==> config.mk <==
export PLATFORM = sky130hd
export DESIGN_NAME = sync_debounce
export DESIGN_NICKNAME = d
export VERILOG_FILES = /design/src/rtl/sync_debounce.sv
export SDC_FILE = /design/constraint.sdc
export NUM_CORES = 1
export LEC_CHECK = 0
export BUFFER_PORTS_ARGS = -buffer_cell sky130_fd_sc_hd__buf_2
export CAP_MARGIN = 20
export CELL_PAD_IN_SITES_DETAIL_PLACEMENT = 0
export CELL_PAD_IN_SITES_GLOBAL_PLACEMENT = 1
export CORE_AREA = 2 2 39 41
export CTS_CLUSTER_SIZE = 16
export DETAILED_ROUTE_END_ITERATION = 16
export DIE_AREA = 0 0 41 43
export PLACE_DENSITY_LB_ADDON = 0.1
export SLEW_MARGIN = 10
export SYNTH_ARGS = -nofsm -noshare
export SYNTH_HDL_FRONTEND = slang
export SYNTH_SLANG_ARGS = --single-unit
export TNS_END_PERCENT = 20
==> constraint.sdc <==
create_clock -name clk_i -period 1.2 [get_ports clk_i]
set_input_delay 0.18 -clock clk_i [delete_from_list [all_inputs] [get_ports clk_i]]
set_output_delay 0.18 -clock clk_i [all_outputs]
set_load 0.01 [all_outputs]
==> src/rtl/sync_debounce.sv <==
// Per-bit level debouncer: a bit of o changes only after STABLE_CYCLES consecutive mismatching samples.
// Define SYNC_DEBOUNCE_GLITCH_CNT_EN to add the saturating glitch counter (glitch_clr_i / glitch_cnt_o).
module sync_debounce #(
  parameter int               WIDTH         = 1,
  parameter int               STABLE_CYCLES = 4,
  parameter logic [WIDTH-1:0] RESET_VALUE   = '0
) (
  input  logic             clk_i,
  input  logic             rst_ni,
  input  logic [WIDTH-1:0] i,
`ifdef SYNC_DEBOUNCE_GLITCH_CNT_EN
  input  logic             glitch_clr_i,
  output logic [15:0]      glitch_cnt_o,
`endif
  output logic [WIDTH-1:0] o,
  output logic [WIDTH-1:0] rise_o,
  output logic [WIDTH-1:0] fall_o
);

  localparam int              CNT_W    = $clog2(STABLE_CYCLES + 1);
  localparam logic [CNT_W-1:0] CNT_LAST = CNT_W'(STABLE_CYCLES - 1);

  typedef enum logic {ST_STABLE, ST_PENDING} state_e;

  state_e           state_q [WIDTH];
  state_e           state_d [WIDTH];
  logic [CNT_W-1:0] cnt_q   [WIDTH];
  logic [CNT_W-1:0] cnt_d   [WIDTH];
  logic [WIDTH-1:0] o_d;
  logic [WIDTH-1:0] rise_d;
  logic [WIDTH-1:0] fall_d;
  logic [WIDTH-1:0] abort;
  logic             first_q;

  // first_q blocks acceptance on the first edge after reset release so no pulse can appear there
  always_comb begin
    for (int b = 0; b < WIDTH; b++) begin
      state_d[b] = state_q[b];
      cnt_d[b]   = cnt_q[b];
      o_d[b]     = o[b];
      rise_d[b]  = 1'b0;
      fall_d[b]  = 1'b0;
      abort[b]   = 1'b0;
      if (i[b] == o[b]) begin
        abort[b]   = (state_q[b] == ST_PENDING);
        state_d[b] = ST_STABLE;
        cnt_d[b]   = '0;
      end else if (cnt_q[b] < CNT_LAST) begin
        cnt_d[b]   = cnt_q[b] + 1'b1;
        state_d[b] = ST_PENDING;
      end else if (!first_q) begin
        o_d[b]     = i[b];
        rise_d[b]  = i[b];
        fall_d[b]  = ~i[b];
        cnt_d[b]   = '0;
        state_d[b] = ST_STABLE;
      end
    end
  end

  always_ff @(posedge clk_i or negedge rst_ni) begin
    if (!rst_ni) begin
      for (int b = 0; b < WIDTH; b++) begin
        state_q[b] <= ST_STABLE;
        cnt_q[b]   <= '0;
      end
      o       <= RESET_VALUE;
      rise_o  <= '0;
      fall_o  <= '0;
      first_q <= 1'b1;
    end else begin
      for (int b = 0; b < WIDTH; b++) begin
        state_q[b] <= state_d[b];
        cnt_q[b]   <= cnt_d[b];
      end
      o       <= o_d;
      rise_o  <= rise_d;
      fall_o  <= fall_d;
      first_q <= 1'b0;
    end
  end

`ifdef SYNC_DEBOUNCE_GLITCH_CNT_EN
  function automatic logic [15:0] sat_inc16(input logic [15:0] v);
    return (v == 16'hFFFF) ? v : v + 16'd1;
  endfunction

  always_ff @(posedge clk_i or negedge rst_ni) begin
    if (!rst_ni) begin
      glitch_cnt_o <= '0;
    end else if (glitch_clr_i) begin
      glitch_cnt_o <= '0;
    end else if (|abort) begin
      glitch_cnt_o <= sat_inc16(glitch_cnt_o);
    end
  end
`else
  logic unused_abort;
  assign unused_abort = ^abort;
`endif

endmodule

# After elaboration in Yosys (flattened, before gate mapping)
# Cells that the tools add are included.
[word_totals]
input_bits = 3
mem_count = 0
latchBits = 0
wordCells = 23
rom_bits = 0
ram_bits = 0
register_bits = 7
output_inout_bits = 3
[op_classes]
n_shift = 0
div = 0
multipliers = 0
n_reduce_logical = 1
muxes = 9
n_eq_ne = 2
order_cmp = 1
n_addsub = 1
bitwise_logic = 4
[ops]
columns = ["operator", "count"]
rows = [
  ["$mux 3", 3],
  ["$mux 1", 6],
  ["$not 1->1", 4],
  ["$add 3x1->3 const B", 1],
  ["$lt 3x2->1 const B", 1],
  ["$ne 3x1->1 const B", 1],
  ["$reduce_and 3->1", 1],
  ["$eq 1x1->1", 1],
]

# Logic depth before layout (Yosys ltp)
# Gate-level depths: netlist of the first run.
[logic_depth]
word_depth = 4
mapped_depth = 3
mapped_depth_nobuf = 3

# Worst setup path before layout of the first run
# Ideal clock, no wire load.
[synth_path]
path_type = "reg-to-reg"
from = "register cnt_q[0] (netlist name)"
to = "register o"
path_buffers = 0
t_required_ps = 1073
setup_time_ps = 127
period_less_slack_ps = 1067
path_stages_with_launch = 4
slack_ps = 133
arrival_time_ps = 940
cell_sequence = "dfrtp_1 > a21oi_2 > nor2_1 > mux2_1"
[synth_between]
elab_chain_cells = 3
[synth_rtl]
columns = ["element", "line_no", "rtl"]
rows = [
  ["from (decl)", "27", "logic [CNT_W-1:0] cnt_q [WIDTH];"],
  ["from (signal, indexed assignment)", "74", "cnt_q[b] <= cnt_d[b];"],
  ["$lt 3x2->1", "48", "end else if (cnt_q[b] < CNT_LAST) begin"],
  ["$not 1->1 (no source line)", "--", ""],
  ["$reduce_and 3->1 (no source line)", "--", ""],
  ["to (signal assigned)", "67", "o <= RESET_VALUE;"],
  ["to (signal assigned)", "76", "o <= o_d;"],
  ["to (decl)", "15", "output logic [WIDTH-1:0] o,"],
]
# Every way passes these cells.
# A chain may end at the register's enable or synchronous reset.

# Worst setup path after layout of the first run
[layout_path]
from = "register cnt_q[2] (netlist name)"
to = "register cnt_q[1] (netlist name)"
[layout_between]
elab_chain_cells = 3
word_cells_on_any_way = 4
cone_classes = "order compare: 1; eq/ne: 1; mux: 2"
[layout_rtl]
columns = ["element", "line_no", "rtl"]
rows = [
  ["$lt 3x2->1 (*)", "48", ""],
  ["$mux 3", "48", ""],
  ["$mux 3", "44", "if (i[b] == o[b]) begin"],
]
# Mark *: on every way between the ends. The rest lies on a longest branch, timed or not.

==> flow_summary.yaml, run 1 <==
critical_path:
  cp-end-kind: "register"
  cp_slowest_stage_delay_ns: 0.41
  cp-start-kind: "register"
  cp_max_fo: 5
  reg2reg_from: "cnt_q[2]$_DFFE_PN0P_"
  reg2reg_depth: 3
  crit_type: "reg2reg"
  worstPathArrival_ns: 1.22
  crit_chain: "or2_2 > a32oi_1 > nor2_1"
  crit_slowest_cell: "dfrtp_1"
  r2r_end: "cnt_q[1]$_DFFE_PN0P_"
  critPathBufInv: 0
  reg2reg_slack_ns: 0.11
  crit_family: "flip-flops"
  required_ns: 1.33
clock_network:
  clock_path_buffers: 2
  numCtsBuffers: 3
  clk_latency_ns: 0.25
  clock_sinks: 7
  cts_tree: "done"
  cts_root_buffer: "clkbuf_4"
  ctsResizeCount: 0
  ctsHtreeMaxLevel: 1
  cts.clk_slew.worst_paths_ns: 0.05
synthesis:
  ys_async_sr_fraction_pct: 100
  syn-num-nets: 28
  synth_top_area_share_pct: 51.1
  synth_flop_cell: "dfrtp_1"
  ys_warn_count: 0
  synthMostInstantiatedCell: "dfrtp_1"
  ys_types: 15
  synth_common_cells: "dfrtp_1, a21oi_1, nand2_1, nor2_1, nor4b_1"
  synth-edff-count: 0
  syn_inst: 24
  yosysTopAreaCell: "dfrtp_1"
  synth_area_um2: 294
  avgSynthCellArea_um2: 12.3
  ys_seq_area_share_pct: 60.0
  ys_top_cells_by_area: "dfrtp_1, dfstp_2, nor4b_1"
  ys_ff_latch: 7
routing:
  vias: 209
  drtPass1Iterations: 3
  drt-vias-per-instance: 4.10
  drt_iter0_drc: 1
  wl_um: 547
  drc: 0
  wire_per_inst_um: 10.7
  drt.antenna.violating_nets: 0
die:
  io_pins: 6
  die-height_um: 43
  die-width_um: 41
  rows: 14
  initial_utilization_pct: 21.2
  die_area_um2: 1760
  core_area_um2: 1380
timing:
  setup_viol: 0
  maxSlewViolCount: 0
  fin_tns_setup_ns: 0
  rsz0062_at_grt: "false"
  fmax_mhz: 914
  final.setup.worst_slack_ns: 0.105
  skew_ns: 0.00199
  whs_ns: 0.142
  fin_crit_ns: 1.09
  hold_viol_final: 0
  finalCritPeriodShare_pct: 91.2
power:
  intPower_mw: 0.540
  seqPwrFrac_pct: 45.6
  pwr_density_cell_nw_per_um2: 2090
  comb_power_share_pct: 28.1
  swShare_pct: 32.6
  clkPwrFrac_pct: 26.3
  total_power_mw: 0.800
  switchingPower_mw: 0.261
  p_leak_nw: 0.174
  ir_drop_mv: 0.700
global_route:
  antenna_found_initial: 0
  grt_max_degree: 8
  first_global_vias: 216
  grt_overflow_total: 0
  grt_pass1_wl_um: 903
  grt_usage_pct: 8.54
run_status:
  run_status: "finished clean"
placed_design:
  place_area_um2: 347
  pre_cts_slack_ns: 0.110
  placedCellCount: 46
  hpwl_um: 401
  portBuffers: 5
  gp_congestion: 0.675
min_path:
  hold_path_depth: 2
  worstHoldEndpoint: "fall_o$_DFF_PN0_"
  min_path_type: "in2reg"
  hp-start: "i"
cells_and_area:
  final_cells: 51
  antennaDiodeCount: 0
  syn2layout_area_growth_pct: 30.2
  final_area_um2: 383
  drive_gt1_share_pct: 34.3
  fin_util_pct: 27.7
  nNetsFinal: 40
job:
  max_cap_violations: 0
[power by group through the flow]
stage / registers (mW) / clock network (mW) / logic [mW]
final: 0.365 / 0.210 / 0.225
after global routing: 0.373 / 0.233 / 0.265
after CTS: 0.365 / 0.219 / 0.228
after detailed placement: 0.368 / 0 / 0.224
after global placement: 0.367 / 0 / 0.230
after floorplan: 0.365 / 0 / 0.140
[registers in the layout (all words and copies together) (netlist names)]
name     flops
o            1
fall_o       1
cnt_q        3
rise_o       1
first_q      1
[metal layers]
layer,up-vias,part of all wire (%),global-route usage [%]
li1,107,-,-
met1,97,51,11.0
met2,3,44,9.38
met3,2,3.1,1.57
met4,0,2.0,12.0
met5,-,0,0
[layout by cell type, fill, tap and decap left out]
cell,synthesis,routed
nand3b_1,1,1
dlygate4sd3_1,0,1
a21oi_2,1,1
buf_2,0,5
nor4b_1,2,2
conb_1,1,1
mux2_1,1,1
ha_1,1,1
nand2_1,2,2
dfrtp_1,6,6
xnor2_1,1,1
o211ai_1,1,1
buf_4,0,1
a21oi_1,2,2
a32oi_1,1,1
nor2_1,2,2
clkbuf_4,0,3
or2_2,1,1
dfstp_2,1,1
clkbuf_1,0,1
[how the worst max path moves through the flow]
stage                               from                   end  slack (ns)  cells past startpoint
global placement    cnt_q[0]$_DFFE_PN0P_  cnt_q[1]$_DFFE_PN0P_        0.10                      3
global route        cnt_q[2]$_DFFE_PN0P_  cnt_q[1]$_DFFE_PN0P_       0.005                      3
CTS                 cnt_q[2]$_DFFE_PN0P_  cnt_q[1]$_DFFE_PN0P_        0.10                      3
detailed placement  cnt_q[2]$_DFFE_PN0P_  cnt_q[1]$_DFFE_PN0P_        0.11                      3
finish              cnt_q[2]$_DFFE_PN0P_  cnt_q[1]$_DFFE_PN0P_        0.11                      3
floorplan           cnt_q[0]$_DFFE_PN0P_         o$_DFFE_PN0P_        0.13                      3
[logic make-up (layout without fill, tap and decap cells)]
family	count (synthesis)	in the layout	synth area share, %
and+or+nand+nor	8	8	15.7
xor gates and xnor gates	1	1	2.98
DFF	7	7	60.0
muxes	1	1	3.83
adders and majority gates	1	1	4.25
other	1	1	1.28
buffers and inverters	0	11	0
AOI/OAI and AO/OA	5	5	11.9
[area by class of cell]
type / instances / area (µm²)
sequential: 7 / 176
tap: 16 / 20.0
clock buffer: 4 / 26.3
multi-input combinational: 17 / 118
fill: 149 / 1000
timing repair buffer: 7 / 42.5
[worst reg2reg max path: cells and delay by family, from the launching register on]
family | cells | cell delay, ns
simple gates | 2 | 0.37
flops | 1 | 0.41
compound gates | 1 | 0.19
[timing repair]
action / in CTS / in global routing
setup buffers: 0 / 0
hold buffers: 1 / 0
endpoints found under the hold margin: 7 / 0
Power figures use the tool's default switching activity.
==> inputs of run 2 (changes only) <==
CTS_BUF_LIST = sky130_fd_sc_hd__clkbuf_16   (was not set)
==> run 2 against run 1 <==
  * Via count down 0.96%
  * Routed wire length down 1.8%
  * Clock skew hardly changed
  * Global-route usage decreased by 0.21 points
  * First-iteration DRC count rose to 3.0 times the previous value
  * Largest cell class unchanged
==> flow_summary.yaml, run 2 (synthesis results as in run 1) <==
cells_and_area:
  largest_register_ffs: 3
  final_cell_mix: "dfrtp_1, buf_2, clkbuf_16"
  syn2layout_area_growth_pct: 48.1
  antennaDiodeCount: 0
  fillCellCount: 141
  fin_util_pct: 31.5
  nNetsFinal: 40
  largest_register: "cnt_q"
  final_common_cell: "dfrtp_1"
  drive_gt1_share_pct: 34.3
critical_path:
  worstSetupStartpoint: "cnt_q[2]$_DFFE_PN0P_"
  cp-end-kind: "register"
  required_ns: 1.30
  cp_max_fo: 5
  reg2reg_from: "cnt_q[2]$_DFFE_PN0P_"
  cp-start-kind: "register"
  crit_type: "reg2reg"
  worstPathArrival_ns: 1.20
global_route:
  first_global_vias: 215
  antenna_found_initial: 0
  grt_max_degree: 8
  grt_overflow_total: 0
  grt_usage_pct: 8.32
  grt_pass1_wl_um: 910
routing:
  wire_per_inst_um: 10.5
  drtPass1Iterations: 3
  drc: 0
  drt-vias-per-instance: 4.06
  drt_iter0_drc: 3
  vias: 207
  drt.antenna.violating_nets: 0
  wl_um: 537
die:
  die-height_um: 43
  die-width_um: 41
  core_area_um2: 1380
  initial_utilization_pct: 21.2
  die_area_um2: 1760
  io_pins: 6
  rows: 14
placed_design:
  pre_cts_slack_ns: 0.110
  gp_congestion: 0.675
  hpwl_um: 401
  portBuffers: 5
timing:
  skew_ns: 0.00209
  rsz0062_at_grt: "false"
  final.setup.worst_slack_ns: 0.105
  fmax_mhz: 913
  fin_tns_setup_ns: 0
  finalCritPeriodShare_pct: 91.2
  maxSlewViolCount: 0
  fin_crit_ns: 1.09
  setup_viol: 0
  hold_viol_final: 0
clock_network:
  numCtsBuffers: 3
  cts.clk_slew.worst_paths_ns: 0.04
  ctsResizeCount: 0
  clock_sinks: 7
  clock_path_buffers: 2
  cts_tree: "done"
  cts_root_buffer: "clkbuf_16"
  ctsHtreeMaxLevel: 1
  clk_latency_ns: 0.23
power:
  pwr_density_cell_nw_per_um2: 2610
  total_power_mw: 1.14
  ir_drop_mv: 0.914
  p_leak_nw: 0.201
job:
  max_cap_violations: 0
min_path:
  hp-start: "i"
  min_path_type: "in2reg"
run_status:
  run_status: "finished clean"
-- run 2: cell count changes in the layout (fill, tap and decap cells not counted), sizes merged --
cell / change
inv: +1
clkbuf: -1
-- run 2: power breakdown --
| group | switching (mW) | internal [mW] | total (mW) |
|---|---|---|---|
| clock network | 0.116 | 0.432 | 0.548 |
| registers | 0.0702 | 0.295 | 0.365 |
| logic | 0.104 | 0.118 | 0.222 |
| total | 0.290 | 0.846 | 1.14 |
-- run 2: final cells by class --
cell class / count / area, µm² / share of cell area (%)
sequential: 7 / 176 / 40.5
timing repair buffer: 7 / 42.5 / 9.77
clock buffer: 3 / 75.1 / 17.2
tap: 16 / 20.0 / 4.60
clock inverter: 1 / 3.75 / 0.862
multi-input combinational: 17 / 118 / 27.0
-- run 2: final timing paths --
| check | end | slack [ns] | cells after the start |
|---|---|---|---|
| max reg2reg | cnt_q[1]$_DFFE_PN0P_ | 0.11 | 3 |
| min in group asynchronous | cnt_q[2]$_DFFE_PN0P_ | 0.32 | 2 |
| min reg2reg | rise_o$_DFF_PN0_ | 0.52 | 1 |
| max | cnt_q[1]$_DFFE_PN0P_ | 0.11 | 3 |
| max in group asynchronous | first_q$_DFF_PN1_ | 0.65 | 2 |
| min | fall_o$_DFF_PN0_ | 0.17 | 2 |
-- run 2: through the flow --
stage / cell area [µm²] / cells / hold slack, ns
CTS: 435 / 51 / 0.168
detailed placement: 347 / 46 / 0.0217
global route: 435 / 51 / 0.178
floorplan: 294 / 24 / -0.116
finish: 435 / 51 / 0.167
global placement: 347 / 46 / 0.0218
-- run 2: worst max-delay path: stages (launching register included) --
cell and delay [ns]:
dfrtp_1 0.41, or2_2 0.32, a32oi_1 0.19, nor2_1 0.05
-- run 2: metal layers --
layer | routed length [µm] | share of wire [%] | global-route usage [%]
met5 | 0 | 0 | 0
met4 | 0 | 0 | 8.00
met3 | 11 | 2.0 | 3.14
met2 | 249 | 46 | 9.69
met1 | 276 | 51 | 11.0
-- run 2: repair_timing --
| action | in CTS | in global routing |
|---|---|---|
| hold buffers | 1 | 0 |
| endpoints found under the hold margin | 6 | 0 |
| buffers inserted | 0 | 0 |
